$ cat src/rtl/rp_sd_arbiter.sv
// Round-robin arbiter granting the shared SD controller to one of eight RP drives.
// Latches the winner's operation/address, pulses start, acks on completion, with a watchdog.
module rp_sd_arbiter #(
  parameter logic [23:0] TIMEOUT = 24'd10_000_000
) (
  input  logic         clk,
  input  logic         rst,
  input  logic         clr,
  input  logic [7:0]   rpSDREQ,
  input  logic [23:0]  rpSDOP,
  input  logic [167:0] rpSDLSA,
  input  logic         sdDONE,
  output logic [7:0]   rpSDACK,
  output logic         sdSTART,
  output logic [2:0]   sdOP,
  output logic [20:0]  sdLSA,
  output logic [2:0]   sdSCAN,
  output logic         arbBUSY,
  output logic         arbTIMEOUT
);

  typedef enum logic [2:0] {
    S_IDLE,
    S_START,
    S_WAIT,
    S_ACK,
    S_GAP
  } state_t;

  localparam logic [23:0] TMO_LAST = TIMEOUT - 24'd1;
  localparam logic [23:0] CNT_MAX  = 24'hFF_FFFF;

  state_t       r_state;
  logic [2:0]   r_last;
  logic [2:0]   r_scan;
  logic [2:0]   r_op;
  logic [20:0]  r_lsa;
  logic         r_start;
  logic [7:0]   r_ack;
  logic         r_busy;
  logic         r_timeout;
  logic [23:0]  r_count;

  state_t       w_state_next;
  logic [2:0]   w_last_next;
  logic [2:0]   w_scan_next;
  logic [2:0]   w_op_next;
  logic [20:0]  w_lsa_next;
  logic         w_start_next;
  logic [7:0]   w_ack_next;
  logic         w_busy_next;
  logic         w_timeout_next;
  logic [23:0]  w_count_next;

  logic [2:0]   w_op_arr  [8];
  logic [20:0]  w_lsa_arr [8];
  logic [7:0]   w_rot_req;
  logic [2:0]   w_win_ofs;
  logic [2:0]   w_winner;

  // Bit gi of w_rot_req is the drive gi+1 places after the last grant (mod 8).
  for (genvar gi = 0; gi < 8; gi++) begin : g_drive
    localparam logic [2:0] OFS = 3'(gi + 1);
    assign w_op_arr[gi]  = rpSDOP[3*gi +: 3];
    assign w_lsa_arr[gi] = rpSDLSA[21*gi +: 21];
    assign w_rot_req[gi] = rpSDREQ[r_last + OFS];
  end

  always_comb begin
    w_win_ofs = 3'd0;
    for (int i = 7; i >= 0; i--) begin
      if (w_rot_req[i]) begin
        w_win_ofs = 3'(i);
      end
    end
  end

  assign w_winner = r_last + w_win_ofs + 3'd1;

  always_comb begin
    w_state_next   = r_state;
    w_last_next    = r_last;
    w_scan_next    = r_scan;
    w_op_next      = r_op;
    w_lsa_next     = r_lsa;
    w_start_next   = 1'b0;
    w_ack_next     = 8'd0;
    w_timeout_next = r_timeout;
    w_count_next   = r_count;

    case (r_state)
      S_IDLE: begin
        if (|rpSDREQ) begin
          w_state_next = S_START;
          w_last_next  = w_winner;
          w_scan_next  = w_winner;
          w_op_next    = w_op_arr[w_winner];
          w_lsa_next   = w_lsa_arr[w_winner];
          w_start_next = 1'b1;
        end
      end
      S_START: begin
        w_count_next = 24'd0;
        w_state_next = S_WAIT;
      end
      S_WAIT: begin
        // Completion takes precedence over a watchdog expiry in the same cycle.
        if (sdDONE) begin
          w_state_next = S_ACK;
          w_ack_next   = 8'd1 << r_scan;
        end else if (r_count == TMO_LAST) begin
          w_state_next   = S_ACK;
          w_ack_next     = 8'd1 << r_scan;
          w_timeout_next = 1'b1;
        end else if (r_count != CNT_MAX) begin
          w_count_next = r_count + 24'd1;
        end
      end
      S_ACK: begin
        w_state_next = S_GAP;
      end
      S_GAP: begin
        w_state_next = S_IDLE;
      end
      default: begin
        w_state_next = S_IDLE;
      end
    endcase
  end

  assign w_busy_next = (w_state_next != S_IDLE);

  always_ff @(posedge clk or negedge rst) begin
    if (!rst) begin
      r_state   <= S_IDLE;
      r_last    <= 3'd7;
      r_scan    <= 3'd0;
      r_op      <= 3'd0;
      r_lsa     <= 21'd0;
      r_start   <= 1'b0;
      r_ack     <= 8'd0;
      r_busy    <= 1'b0;
      r_timeout <= 1'b0;
      r_count   <= 24'd0;
    end else if (clr) begin
      // The latched operation, address and scan index survive a massbus INIT.
      r_state   <= S_IDLE;
      r_last    <= 3'd7;
      r_start   <= 1'b0;
      r_ack     <= 8'd0;
      r_busy    <= 1'b0;
      r_timeout <= 1'b0;
      r_count   <= 24'd0;
    end else begin
      r_state   <= w_state_next;
      r_last    <= w_last_next;
      r_scan    <= w_scan_next;
      r_op      <= w_op_next;
      r_lsa     <= w_lsa_next;
      r_start   <= w_start_next;
      r_ack     <= w_ack_next;
      r_busy    <= w_busy_next;
      r_timeout <= w_timeout_next;
      r_count   <= w_count_next;
    end
  end

  assign rpSDACK    = r_ack;
  assign sdSTART    = r_start;
  assign sdOP       = r_op;
  assign sdLSA      = r_lsa;
  assign sdSCAN     = r_scan;
  assign arbBUSY    = r_busy;
  assign arbTIMEOUT = r_timeout;

endmodule
$ cat config.mk
export PLATFORM = sky130hd
export DESIGN_NAME = rp_sd_arbiter
export DESIGN_NICKNAME = d
export VERILOG_FILES = /design/src/rtl/rp_sd_arbiter.sv
export SDC_FILE = /design/constraint.sdc
export NUM_CORES = 1
export LEC_CHECK = 0
export BUFFER_PORTS_ARGS = -buffer_cell sky130_fd_sc_hd__buf_2
export CAP_MARGIN = 10
export CORE_UTILIZATION = 45
export CTS_BUF_LIST = sky130_fd_sc_hd__clkbuf_8
export CTS_CLUSTER_SIZE = 40
export DETAILED_ROUTE_END_ITERATION = 8
export PLACE_DENSITY = 0.79
export SLEW_MARGIN = 20
export SYNTH_ARGS = -nofsm -noshare
export SYNTH_HDL_FRONTEND = slang
export SYNTH_SLANG_ARGS = --single-unit
$ cat constraint.sdc
create_clock -name clk -period 6.3 [get_ports clk]
set_input_delay 1.575 -clock clk [delete_from_list [all_inputs] [get_ports clk]]
set_output_delay 1.575 -clock clk [all_outputs]
set_load 0.05 [all_outputs]
# Yosys cells after proc, flatten, opt, wreduce, memory -nomap -nowiden
# Cells that the tools add are included.
[classes]
n_bitwise = 2
eq_ne = 9
n_shift = 1
n_lt_le_gt_ge = 9
n_addsub = 10
reduce_logical = 12
n_mux = 55
[ops]
columns = ["operator", "count"]
rows = [
  ["24-bit two-way mux", 4],
  ["21-bit binary-select mux with 3-bit select", 1],
  ["3-bit two-way mux", 17],
  ["24-bit case mux with 2 select lines", 1],
  ["21-bit two-way mux", 2],
  ["3-bit by 4-bit < comparator with 1-bit output, second input constant", 8],
  ["8-bit two-way mux", 4],
  ["24-bit by 1-bit adder with 24-bit output, second input constant", 1],
  ["1-bit binary-select mux with 3-bit select", 8],
  ["24-bit == test, second input constant", 1],
  ["24-bit inequality test, second input constant", 1],
  ["1-bit two-way mux", 16],
  ["3-bit adder, second input constant", 4],
  ["3-bit case mux with 4 select lines", 1],
  ["3-bit binary-select mux with 3-bit select", 1],
  ["3-bit inequality test, second input constant", 3],
  ["2-bit nonzero test", 4],
  ["8-bit OR reduction", 1],
  ["1-bit by 3-bit << shifter with 8-bit output, first input constant", 1],
  ["3-bit by 1-bit adder with 3-bit output, second input constant", 2],
  ["3-bit by 2-bit adder with 3-bit output, second input constant", 2],
  ["3-bit by 2-bit == test with 1-bit output, second input constant", 2],
  ["3-bit AND reduction", 2],
  ["3-bit nonzero test", 2],
  ["other kinds (9)", 9],
]
[word_totals]
inputBits = 204
output_inout_bits = 38
regBits = 68

# Logic depth before layout (Yosys ltp)
# Gate-level depths: netlist of run 1.
[logic_depth]
word_depth = 16
ltp_mapped = 21

# Worst setup path before layout of run 1
# OpenSTA, ideal clock, no wires.
[synth_path]
path_type = "input to register"
start = "input rpSDREQ[6]"
end = "register r_lsa[0] (netlist: sdLSA[0])"
n_path_buf = 1
required_ps = 6176
setup_time_ps = 124
setup_slack_ps = 1168
arrival_time_ps = 5008
cell_stages = 14
cell_sequence = "mux4_2 mux2_2 and2b_1 o21ai_0 nand2_1 o311ai_0 fa_1 nor2_1 or4b_2 o211ai_1 clkbuf_1 nand2b_1 a31oi_1 nor3_1"
[synth_via]
elab_chain_len = 16
elab_cells_between_ends = 32
cone_classes = "2 x add/sub; 27 x mux; 1 x bitwise; 2 x reduce/logical"
[synth_rtl]
columns = ["element", "line", "rtl"]
rows = [
  ["start: declaration", "9", "input logic [7:0] rpSDREQ,"],
  ["1-bit binary-select mux with 3-bit select", "66", "assign w_rot_req[gi] = rpSDREQ[r_last + OFS];"],
  ["1-bit two-way mux (not written as such)", "66", ""],
  ["3-bit two-way mux (8 in a row)", "72", "if (w_rot_req[i]) begin"],
  ["3-bit adder", "78", "assign w_winner = r_last + w_win_ofs + 3'd1;"],
  ["3-bit by 1-bit adder with 3-bit output", "78", ""],
  ["3-bit NOT with 4-bit output (not written as such)", "98", "w_lsa_next = w_lsa_arr[w_winner];"],
  ["21-bit binary-select mux with 3-bit select", "98", ""],
  ["21-bit two-way mux (not written as such) (2 in a row)", "98", ""],
  ["end signal: assignment", "159", "r_lsa <= w_lsa_next;"],
  ["end: declaration", "37", "logic [20:0] r_lsa;"],
]
# Parallel ways exist; a longest one is shown, timed or not. The select of a mux whose other input is x is not followed.
# A chain may end at the register's enable or synchronous reset.

# Worst setup path in the final report of run 1
[layout_path]
start = "input rpSDREQ[3]"
end = "register r_lsa[7] (netlist: sdLSA[7])"
# The elaborated chain is that of the path after synthesis.

==> flow_metrics.py, run 1 <==
metrics = {
    "drt": {
        "firstDrtPassIters": 5,
        "routed_via_density": 6.14,
        "drt_first_iter_violations": 568,
        "totalWireLength_um": 18600,
        "route.detailed.drc": 0,
        "routed_wire_length_per_instance_um": 18.4,
        "antenna_left": 0,
        "via_count": 6192,
    },
    "logic_synthesis": {
        "synth.lib_cells_used.distinct": 57,
        "synth.top_cells.by_area": "sky130_fd_sc_hd__dfrtp_1, sky130_fd_sc_hd__mux4_2, sky130_fd_sc_hd__nor2_1",
        "mapped_cell_area_mm2": 0.00590,
        "yosys_most_used_dff": "sky130_fd_sc_hd__dfrtp_1",
        "net_count_after_synthesis": 830,
        "postSynthAreaPerCell_um2": 9.49,
        "yosysTopAreaCell": "sky130_fd_sc_hd__dfrtp_1",
        "synth_seq_area_share_pct": 28.9,
        "synthDominantCellAreaShare_pct": 27.6,
        "synth-edff-count": 0,
        "synthesized_instance_count": 621,
        "yosys_register_bits": 68,
        "yosysWarningCount": 0,
        "synth_async_sr_flop_share_pct": 100,
    },
    "clocking": {
        "root_buffer": "sky130_fd_sc_hd__clkbuf_8",
        "cts_clk_pin_slew_worst_paths_ns": 0.08,
        "post_cts_hold_buffer_count": 0,
        "ctsResizeCount": 0,
        "tritoncts": "built",
        "clkSinkCount": 68,
        "clock_tree.htree_level_count": 3,
        "cts.repair_timing.setup_buffer_count": 0,
        "cts_buffer_depth": 2,
        "clk_latency_ns": 0.35,
        "tritoncts.num_buffers": 9,
    },
    "sta": {
        "tns_ns": 0,
        "clock.fmax_mhz": 196,
        "grt_setup_unrepaired": "false",
        "max-slew-margin-rel_pct": 40.7,
        "period_needed_ns": 5.09,
        "post-route-period-util_pct": 80.9,
        "timing.final.setup_violations": 0,
        "timing.final.max_slew_violations": 0,
        "clock_skew_ns": 0.0121,
        "tightest_slew_ns": 0.890,
        "hold_violations": 0,
    },
    "setup_path": {
        "worst-r2r-setup-slack_ns": 1.25,
        "critical_path.max_stage_delay_ns": 0.61,
        "timing_worst_setup_path_type": "input pin to register",
        "max_fanout_on_critical_path": 23,
        "required_ns": 6.54,
        "cpMaxStageDelayCell": "sky130_fd_sc_hd__or4b_2",
        "worstPathCellList": "buf_2 > mux4_2 > mux2_2 > and2b_1 > o21ai_0 > nand2_1 > o311ai_0 > fa_2 > nor2_1 > or4b_2 > o211ai_1 > buf_4 > nand2b_1 > a31oi_1 > nor3_1",
        "cp_data_arrival_time_ns": 5.33,
        "number_of_buffer_and_inverter_instances_along_the_worst_setup_path": 2,
        "cp_top_family": "simple AND/OR/NAND/NOR gates",
        "setup.worst_path.end_class": "register",
        "setup.worst_path.start_class": "input pin",
    },
    "worst_hold_path": {
        "hold_class": "register to register",
    },
    "global_route": {
        "antenna_found_initial": 3,
        "grt_pass1_wl_um": 29600,
        "maximum_number_of_pins_on_one_net_before_global_route_repair": 69,
        "track_usage_pct": 28.5,
        "grt_overflow_total": 0,
        "first_global_vias": 5907,
    },
    "pwr": {
        "power_density_mw_per_mm2": 691,
        "power.leakage_uw": 0.00316,
        "power.ir.vdd_worst_mv": 0.512,
    },
    "floorplan": {
        "pin_count": 242,
        "die-width_um": 116,
        "rows": 41,
        "floorplan.die_area_mm2": 0.0136,
        "floorplan.die.height_um": 116,
        "core_area_mm2": 0.0127,
        "initial_utilization_pct": 46.3,
    },
    "cells_and_area": {
        "num-fill-cells": 1160,
        "multi_input_logic_area_mm2": 0.00392,
        "final_cell_mix": "sky130_fd_sc_hd__buf_2, sky130_fd_sc_hd__nor2_1, sky130_fd_sc_hd__dfrtp_1, sky130_fd_sc_hd__mux4_2, sky130_fd_sc_hd__o22ai_1",
        "drive_gt1_share_pct": 41.2,
        "final-seq-area_mm2": 0.00171,
        "layout.cells.most_common": "sky130_fd_sc_hd__buf_2",
        "postLayoutCoreUtil_pct": 58.0,
        "count_of_nets_after_finishing": 1037,
        "area.growth.synth_to_final_pct": 25.2,
    },
    "outcome": {
        "outcome": "completed",
    },
    "placement": {
        "numPortBuffers": 241,
        "dp_hpwl_um": 13600,
        "gp_congestion": 0.846,
    },
    "flow_run": {
        "drv.max_cap_violation_count": 0,
    },
}
## per-layer routing
layer  global-route usage (%)  part of all wire, %  routed length [um]  vias up
li1                         -                    -                   -     2842
met1                     37.9                   40                7460     2991
met2                     47.3                   50                9330      325
met3                     3.58                  7.3                1350       34
met4                     11.4                  2.3                 424        0
met5                        0                    0                   0        -
## state kept, by name, summed over array words and instances, names as in the netlist
| signal | count |
|---|---|
| r_count | 24 |
| sdLSA | 21 |
| rpSDACK | 8 |
| r_last | 3 |
| r_state | 3 |
| sdOP | 3 |
| sdSCAN | 3 |
| arbBUSY | 1 |
| arbTIMEOUT | 1 |
| sdSTART | 1 |
## area by class of cell
| class | count | area share [%] |
|---|---|---|
| Inverter | 9 | 0.458 |
| Clock inverter | 5 | 0.474 |
| Sequential cell | 68 | 23.1 |
| Tap cell | 172 | 2.91 |
| Antenna cell | 3 | 0.102 |
| Clock buffer | 11 | 2.05 |
| Timing Repair Buffer | 253 | 17.8 |
| Multi-Input combinational cell | 487 | 53.1 |
## worst paths after layout
| kind | startpoint | to | cells after the start |
|---|---|---|---|
| worst max-delay path | rpSDREQ[3] | sdLSA[7] | 15 |
| worst min-delay path | r_count[4] | r_count[4] | 1 |
| worst max register to register | r_last[0] | sdLSA[7] | 16 |
| worst min register to register | r_count[4] | r_count[4] | 1 |
| max in group asynchronous | rst | r_count[6] | 1 |
| min in group asynchronous | rst | sdLSA[12] | 1 |
## power by group
group / switching (uW) / total [uW] / internal, uW
logic: 2230 / 4090 / 1860
registers: 111 / 669 / 557
clock network: 181 / 346 / 165
total: 2520 / 5100 / 2580
## logic make-up after synthesis
kind of cell             share of synthesized area, %
multiplexers                                     23.7
AND/OR/NAND/NOR                                  22.2
AO/OA/AOI/OAI                                    15.5
buffers and inverters                            5.05
XOR/XNOR                                         3.42
adder cells (fa/ha/maj)                          1.19
flip-flops                                       28.9
## cell usage after synthesis, drive strengths merged, types with 4 or more instances
cell type,n
a21oi,7
ha,4
a31oi,46
nand3,13
inv,9
xnor2,5
xor2,18
o31ai,8
buf,22
or4,26
mux2,4
or3,4
o21ai,11
dfrtp,65
mux4,56
nor3,32
nor4,6
nor2,84
nand2,22
and2,5
clkbuf,35
and3,7
o22ai,50
nand2b,29
nand4,11
mux2i,9
## through the flow
| step | worst slack [ns] | total power, uW | cell area, um2 | hold slack [ns] | instances |
|---|---|---|---|---|---|
| floorplan | 1.17 | 3880 | 5900 | 0.483 | 621 |
| global placement | 0.911 | 4700 | 7180 | 0.488 | 989 |
| detailed placement | 0.830 | 4760 | 7180 | 0.520 | 989 |
| CTS | 1.21 | 5110 | 7370 | 0.535 | 1005 |
| global route | 0.863 | 5500 | 7380 | 0.562 | 1008 |
| finish | 1.21 | 5100 | 7380 | 0.531 | 1008 |
(Power assumes the default switching activity.)
==> inputs of run 2 (changes only) <==
- PLACE_DENSITY: 0.79 -> 0.82
- clock period: 6.3 -> 4.2 ns (I/O delays scaled with it)
==> run 2 against run 1 <==
Compared with the run above: the run now ends with negative setup slack left; non-clock buffer count is 87 higher; clock-buffer cell count is 1 lower; die area stayed put; core utilization is 6.1 points higher; critical path depth is 3 higher; critical endpoint is now sdOP[2]; highest routed layer unchanged.
==> flow_metrics.py, run 2 (synthesis gave the netlist of run 1 again) <==
metrics = {
    "clocking": {
        "clk_latency_ns": 0.34,
        "clock_tree.htree_level_count": 3,
        "cts_buffer_depth": 2,
        "tritoncts.num_buffers": 9,
        "cts_clk_pin_slew_worst_paths_ns": 0.08,
        "clkSinkCount": 68,
        "post_cts_hold_buffer_count": 0,
        "root_buffer": "sky130_fd_sc_hd__clkbuf_8",
        "tritoncts": "built",
    },
    "drt": {
        "wl_met1_um": 7770,
        "routed_wire_length_per_instance_um": 18.1,
        "detailroute.wirelength.met3_um": 1280,
        "dr.max_layer_used": "met4",
        "routed_via_density": 6.05,
        "antenna_left": 0,
        "drt_first_iter_violations": 675,
        "route.met2.wl_um": 10100,
        "route.detailed.drc": 0,
        "totalWireLength_um": 19800,
        "firstDrtPassIters": 5,
        "via_count": 6613,
    },
    "worst_hold_path": {
        "hold_class": "register to register",
        "hold_path_startpoint": "sdLSA[11]",
        "whs_endpoint": "sdLSA[11]",
        "hold_depth": 2,
    },
    "cells_and_area": {
        "final-seq-area_mm2": 0.00171,
        "drive_gt1_share_pct": 47.7,
        "multi_input_logic_area_mm2": 0.00397,
        "num-fill-cells": 1090,
        "largest_reg_flops": 24,
        "layout.cells.most_common": "sky130_fd_sc_hd__buf_2",
        "final_cell_mix": "sky130_fd_sc_hd__buf_2, sky130_fd_sc_hd__buf_4, sky130_fd_sc_hd__nor2_1, sky130_fd_sc_hd__dfrtp_1, sky130_fd_sc_hd__mux4_2",
        "layout.cells.non_filler": 1093,
        "count_of_nets_after_finishing": 1124,
        "area.growth.synth_to_final_pct": 38.3,
        "registers.top_by_ff_count": "r_count",
    },
    "global_route": {
        "maximum_number_of_pins_on_one_net_before_global_route_repair": 36,
        "track_usage_pct": 29.0,
        "grt_overflow_total": 0,
        "first_global_vias": 6183,
        "antenna_found_initial": 1,
        "grt_pass1_wl_um": 30200,
    },
    "floorplan": {
        "pin_count": 242,
        "floorplan.die.height_um": 116,
        "floorplan.die_area_mm2": 0.0136,
        "rows": 41,
        "initial_utilization_pct": 46.3,
        "die-width_um": 116,
        "core_area_mm2": 0.0127,
    },
    "setup_path": {
        "setup.worst_path.start_class": "register",
        "regToRegStartpoint": "r_last[0]",
        "max_fanout_on_critical_path": 8,
        "worst-r2r-setup-slack_ns": -0.01,
        "timing_worst_setup_path_type": "register to register",
        "worstRegToRegCells": 18,
        "cp_data_arrival_time_ns": 4.44,
        "regToRegEndpoint": "sdOP[2]",
        "cp-startpoint": "r_last[0]",
        "required_ns": 4.43,
        "setup.worst_path.end_class": "register",
    },
    "flow_run": {
        "drv.max_cap_violation_count": 0,
    },
    "placement": {
        "gp_congestion": 0.905,
        "numPortBuffers": 241,
        "dp_hpwl_um": 15100,
        "place.detailed.instances": 1071,
    },
    "sta": {
        "max-slew-margin-rel_pct": 49.1,
        "post-route-period-util_pct": 100,
        "timing.final.setup_violations": 4,
        "postLayoutSetupSlackWorst_ns": -0.0121,
        "hold_violations": 0,
        "grt_setup_unrepaired": "true",
        "worst_hold_slack_ns": 0.516,
        "clock.fmax_mhz": 237,
        "timing.final.max_slew_violations": 0,
        "period_needed_ns": 4.21,
        "clock_skew_ns": 0.0101,
        "tightest_slew_ns": 0.764,
    },
    "outcome": {
        "failing_checks": "negative setup slack",
        "outcome": "finished, violations left",
    },
    "pwr": {
        "power.ir.vdd_worst_mv": 0.816,
        "power.leakage_uw": 0.00361,
        "power_density_mw_per_mm2": 1150,
    },
}
-- run 2: cell count changes in the layout (fill, tap and decap cells not counted), sizes merged --
cell	delta
buf	+87
clkinv	-1
clkinvlp	+1
inv	+1
diode	-2
clkbuf	-1
-- run 2: what timing repair did --
| action | 4_1_cts | 5_1_grt |
|---|---|---|
| setup endpoints to repair | 17 | 23 |
| gates cloned | 0 | 1 |
| gates resized for setup | 1 | 9 |
| pin swaps | 2 | 3 |
| setup buffers | 0 | 4 |
| endpoints found under the hold margin | 0 | 0 |
-- run 2: worst max path at each step --
stage | endpoint | cells past startpoint
after global placement | sdLSA[10] | 14
after CTS | sdLSA[17] | 15
after global routing | sdLSA[12] | 18
after detailed placement | sdLSA[2] | 15
final | sdOP[2] | 18
after floorplan | sdLSA[0] | 15
-- run 2: layout make-up --
cell class / instances / area share, %
timing repair buffer: 340 / 25.1
antenna: 1 / 0.0307
sequential: 68 / 20.9
clock buffer: 10 / 1.69
multi-input combinational: 487 / 48.7
clock inverter: 6 / 0.568
inverter: 9 / 0.445
tap: 172 / 2.64
-- run 2: critical path, stage by stage, from the launching register on --
cell                       delay (ns)
sky130_fd_sc_hd__dfstp_2         0.59
sky130_fd_sc_hd__inv_4           0.05
sky130_fd_sc_hd__ha_4            0.34
sky130_fd_sc_hd__mux4_2          0.32
sky130_fd_sc_hd__mux2_4          0.30
sky130_fd_sc_hd__nor2b_1         0.11
sky130_fd_sc_hd__o21ai_1         0.07
sky130_fd_sc_hd__a21boi_1        0.19
sky130_fd_sc_hd__o21bai_2        0.13
sky130_fd_sc_hd__ha_4            0.18
sky130_fd_sc_hd__fa_2            0.39
sky130_fd_sc_hd__nor2_4          0.13
sky130_fd_sc_hd__or4b_4          0.46
sky130_fd_sc_hd__o211ai_1        0.22
sky130_fd_sc_hd__buf_4           0.18
sky130_fd_sc_hd__buf_6           0.13
sky130_fd_sc_hd__nand2b_1        0.06
sky130_fd_sc_hd__a31oi_1         0.17
sky130_fd_sc_hd__nor3_1          0.07
-- run 2: stage by stage --
step,utilization (%),setup TNS [ns],instance area (um2),power (uW),setup slack [ns]
floorplan,-,-1.34,6020,6100,-0.0889
global placement,62.1,-5.92,7910,8500,-0.285
detailed placement,62.1,-8.48,7910,8630,-0.394
CTS,63.6,-0.0228,8090,9190,-0.0128
global route,64.1,-2.72,8160,9980,-0.164
finish,64.1,-0.0194,8160,9380,-0.0121
-- run 2: power breakdown --
part / internal [uW] / switching (uW)
clock network: 235 / 283
registers: 835 / 131
logic: 4040 / 3850
-- run 2: layer usage --
layer | up-vias | track usage [%]
li1 | 3014 | -
met1 | 3208 | 36.4
met2 | 334 | 49.2
met3 | 57 | 4.57
met4 | 0 | 13.4
met5 | - | 0
==> inputs of run 3 (changes only) <==
- CTS_BUF_LIST: sky130_fd_sc_hd__clkbuf_8 -> sky130_fd_sc_hd__clkbuf_16
- PLACE_DENSITY: 0.82 -> 0.79
- clock period: 4.2 -> 4.6 ns (I/O delays scaled with it)
==> run 3 against run 2 <==
Compared with the run above: the run now ends clean; first-iteration DRC count is 21% lower; hold slack worse by 0.013 ns; non-clock buffer count is 35 lower; global-route usage is 1.2 points higher; core utilization is 1.3 points lower; sequential share of layout area is 0.44 points higher; die area stayed put; clock skew is 0.0019 ns higher.
==> flow_metrics.py, run 3 (synthesis gave the netlist of run 1 again) <==
metrics = {
    "drt": {
        "firstDrtPassIters": 5,
        "drt_first_iter_violations": 535,
        "routed_wire_length_per_instance_um": 18.6,
        "routed_via_density": 6.12,
        "totalWireLength_um": 19700,
        "antenna_left": 0,
        "via_count": 6491,
        "route.detailed.drc": 0,
    },
    "floorplan": {
        "initial_utilization_pct": 46.3,
        "floorplan.die.height_um": 116,
        "rows": 41,
        "pin_count": 242,
        "die-width_um": 116,
        "core_area_mm2": 0.0127,
        "floorplan.die_area_mm2": 0.0136,
    },
    "sta": {
        "period_needed_ns": 4.38,
        "post-route-period-util_pct": 95.3,
        "hold_violations": 0,
        "timing.final.max_slew_violations": 0,
        "worst_hold_slack_ns": 0.504,
        "grt_setup_unrepaired": "false",
        "max-slew-margin-rel_pct": 40.5,
        "timing.final.setup_violations": 0,
        "tightest_slew_ns": 0.886,
        "clock_skew_ns": 0.0120,
        "clock.fmax_mhz": 228,
    },
    "pwr": {
        "power.share.switching_pct": 44.8,
        "power.share.clock_pct": 8.3,
        "switching_power_uw": 3700,
        "power.ir.vdd_worst_mv": 0.674,
        "comb_power_share_pct": 80.9,
        "power_density_mw_per_mm2": 1030,
        "intPower_uw": 4550,
        "power_frac_seq_pct": 10.8,
        "power.leakage_uw": 0.00349,
    },
    "setup_path": {
        "worstRegToRegCells": 18,
        "setup.worst_path.start_class": "input pin",
        "max_fanout_on_critical_path": 23,
        "regToRegEndpoint": "sdLSA[7]",
        "number_of_buffer_and_inverter_instances_along_the_worst_setup_path": 2,
        "worst-r2r-setup-slack_ns": 0.30,
        "cp_top_family": "simple AND/OR/NAND/NOR gates",
        "required_ns": 4.81,
        "worstPathCellList": "buf_2 > mux4_2 > mux2_2 > nor2b_1 > o21ai_0 > a21boi_0 > o21bai_1 > ha_4 > fa_2 > nor2_2 > or4b_2 > o211ai_1 > buf_12 > nand2b_1 > a31oi_1 > nor3_1",
        "timing_worst_setup_path_type": "input pin to register",
        "cp_data_arrival_time_ns": 4.60,
        "cpMaxStageDelayCell": "sky130_fd_sc_hd__or4b_2",
        "regToRegStartpoint": "r_last[0]",
        "setup.worst_path.end_class": "register",
        "critical_path.max_stage_delay_ns": 0.59,
    },
    "clocking": {
        "post_cts_hold_buffer_count": 0,
        "clkSinkCount": 68,
        "cts.repair_timing.setup_buffer_count": 0,
        "root_buffer": "sky130_fd_sc_hd__clkbuf_16",
        "cts_buffer_depth": 2,
        "cts_clk_pin_slew_worst_paths_ns": 0.06,
        "tritoncts.num_buffers": 9,
        "clk_latency_ns": 0.33,
        "tritoncts": "built",
        "clock_tree.htree_level_count": 3,
    },
    "cells_and_area": {
        "layout.cells.non_filler": 1060,
        "drive_gt1_share_pct": 45.0,
        "final_cell_mix": "sky130_fd_sc_hd__buf_2, sky130_fd_sc_hd__nor2_1, sky130_fd_sc_hd__dfrtp_1, sky130_fd_sc_hd__buf_4, sky130_fd_sc_hd__mux4_2",
        "num-fill-cells": 1104,
        "registers.top_by_ff_count": "r_count",
        "count_of_nets_after_finishing": 1089,
        "area.growth.synth_to_final_pct": 35.5,
        "largest_reg_flops": 24,
        "layout.cells.most_common": "sky130_fd_sc_hd__buf_2",
    },
    "global_route": {
        "grt_pass1_wl_um": 31200,
        "track_usage_pct": 30.2,
        "grt_overflow_total": 0,
        "antenna_found_initial": 3,
        "maximum_number_of_pins_on_one_net_before_global_route_repair": 69,
        "first_global_vias": 6369,
    },
    "placement": {
        "numPortBuffers": 241,
        "dp_hpwl_um": 14600,
        "place.detailed.instances": 1041,
        "gp_congestion": 0.897,
    },
    "worst_hold_path": {
        "hold_depth": 2,
        "hold_class": "register to register",
        "whs_endpoint": "arbTIMEOUT",
        "hold_path_startpoint": "arbTIMEOUT",
    },
    "flow_run": {
        "drv.max_cap_violation_count": 0,
    },
    "outcome": {
        "outcome": "completed",
    },
}
## run 3: cell count changes in the layout (fill, tap and decap cells not counted), moves of 2 or more
cell | before | now
sky130_fd_sc_hd__inv_1 | 7 | 9
sky130_fd_sc_hd__inv_6 | 2 | 0
sky130_fd_sc_hd__clkbuf_8 | 10 | 0
sky130_fd_sc_hd__clkbuf_16 | 0 | 9
sky130_fd_sc_hd__buf_6 | 2 | 0
sky130_fd_sc_hd__buf_4 | 90 | 57
sky130_fd_sc_hd__diode_2 | 1 | 3
## run 3: power by group through the flow
stage	Clock (uW)	Sequential, uW	Combinational (uW)
2_1_floorplan	0	1280	4090
3_5_place_dp	0	900	6600
4_1_cts	693	892	6630
5_1_grt	715	908	7220
6_report	683	894	6670
3_3_place_gp	0	899	6510
## run 3: through the flow
| step | total power, uW | setup WS (ns) | area, um2 | setup TNS [ns] | util, % |
|---|---|---|---|---|---|
| final | 8250 | 0.217 | 7990 | 0 | 62.8 |
| after global routing | 8840 | 0.0497 | 7990 | 0 | 62.8 |
| after CTS | 8210 | 0.0809 | 7960 | 0 | 62.5 |
| after detailed placement | 7510 | -0.116 | 7660 | -2.04 | 60.2 |
| after global placement | 7410 | -0.0476 | 7660 | -0.872 | 60.2 |
| after floorplan | 5380 | 0.000518 | 5920 | 0 | - |
## run 3: worst max path at each step
| stage | from | to | slack [ns] | cells after the start |
|---|---|---|---|---|
| 2_1_floorplan | r_last[0] | sdLSA[8] | 0.0005 | 17 |
| 3_3_place_gp | rpSDREQ[1] | sdLSA[7] | -0.05 | 16 |
| 3_5_place_dp | rpSDREQ[5] | sdLSA[7] | -0.12 | 16 |
| 4_1_cts | r_last[0] | sdLSA[7] | 0.08 | 13 |
| 5_1_grt | rpSDREQ[1] | sdLSA[2] | 0.05 | 16 |
| 6_report | rpSDREQ[1] | sdLSA[7] | 0.22 | 16 |
## run 3: worst reg2reg max path: stages, from the launching register on
cell	delay [ns]
sky130_fd_sc_hd__dfstp_2	0.53
sky130_fd_sc_hd__inv_1	0.10
sky130_fd_sc_hd__ha_4	0.36
sky130_fd_sc_hd__mux2i_2	0.29
sky130_fd_sc_hd__mux4_2	0.29
sky130_fd_sc_hd__nand2_1	0.06
sky130_fd_sc_hd__a21oi_1	0.13
sky130_fd_sc_hd__a21oi_1	0.05
sky130_fd_sc_hd__a21boi_0	0.19
sky130_fd_sc_hd__o21bai_1	0.12
sky130_fd_sc_hd__ha_4	0.17
sky130_fd_sc_hd__fa_2	0.34
sky130_fd_sc_hd__nor2_2	0.10
sky130_fd_sc_hd__or4b_2	0.59
sky130_fd_sc_hd__o211ai_1	0.31
sky130_fd_sc_hd__buf_12	0.23
sky130_fd_sc_hd__nand2b_1	0.09
sky130_fd_sc_hd__a31oi_1	0.14
sky130_fd_sc_hd__nor3_1	0.07
## run 3: what timing repair did
item                       4_1_cts  5_1_grt
hold endpoints to repair         0        0
setup endpoints to repair        0       23
resized for setup                0        4
## run 3: metal layers
| metal | vias to the layer above | share of wire (%) | global-route usage [%] |
|---|---|---|---|
| li1 | 2961 | - | - |
| met1 | 3142 | 37 | 37.1 |
| met2 | 344 | 51 | 51.4 |
| met3 | 44 | 8.0 | 4.77 |
| met4 | 0 | 3.2 | 15.3 |
| met5 | - | 0 | 0 |
## run 3: final cells by class
type                       count  area (um2)  area share (%)
antenna                        3        7.51          0.0940
timing repair buffer         305        1790            22.4
clock inverter                 7        68.8           0.861
clock buffer                   9         225            2.82
tap                          172         215            2.69
multi-input combinational    487        3940            49.4
sequential                    68        1710            21.3
inverter                       9        33.8           0.423
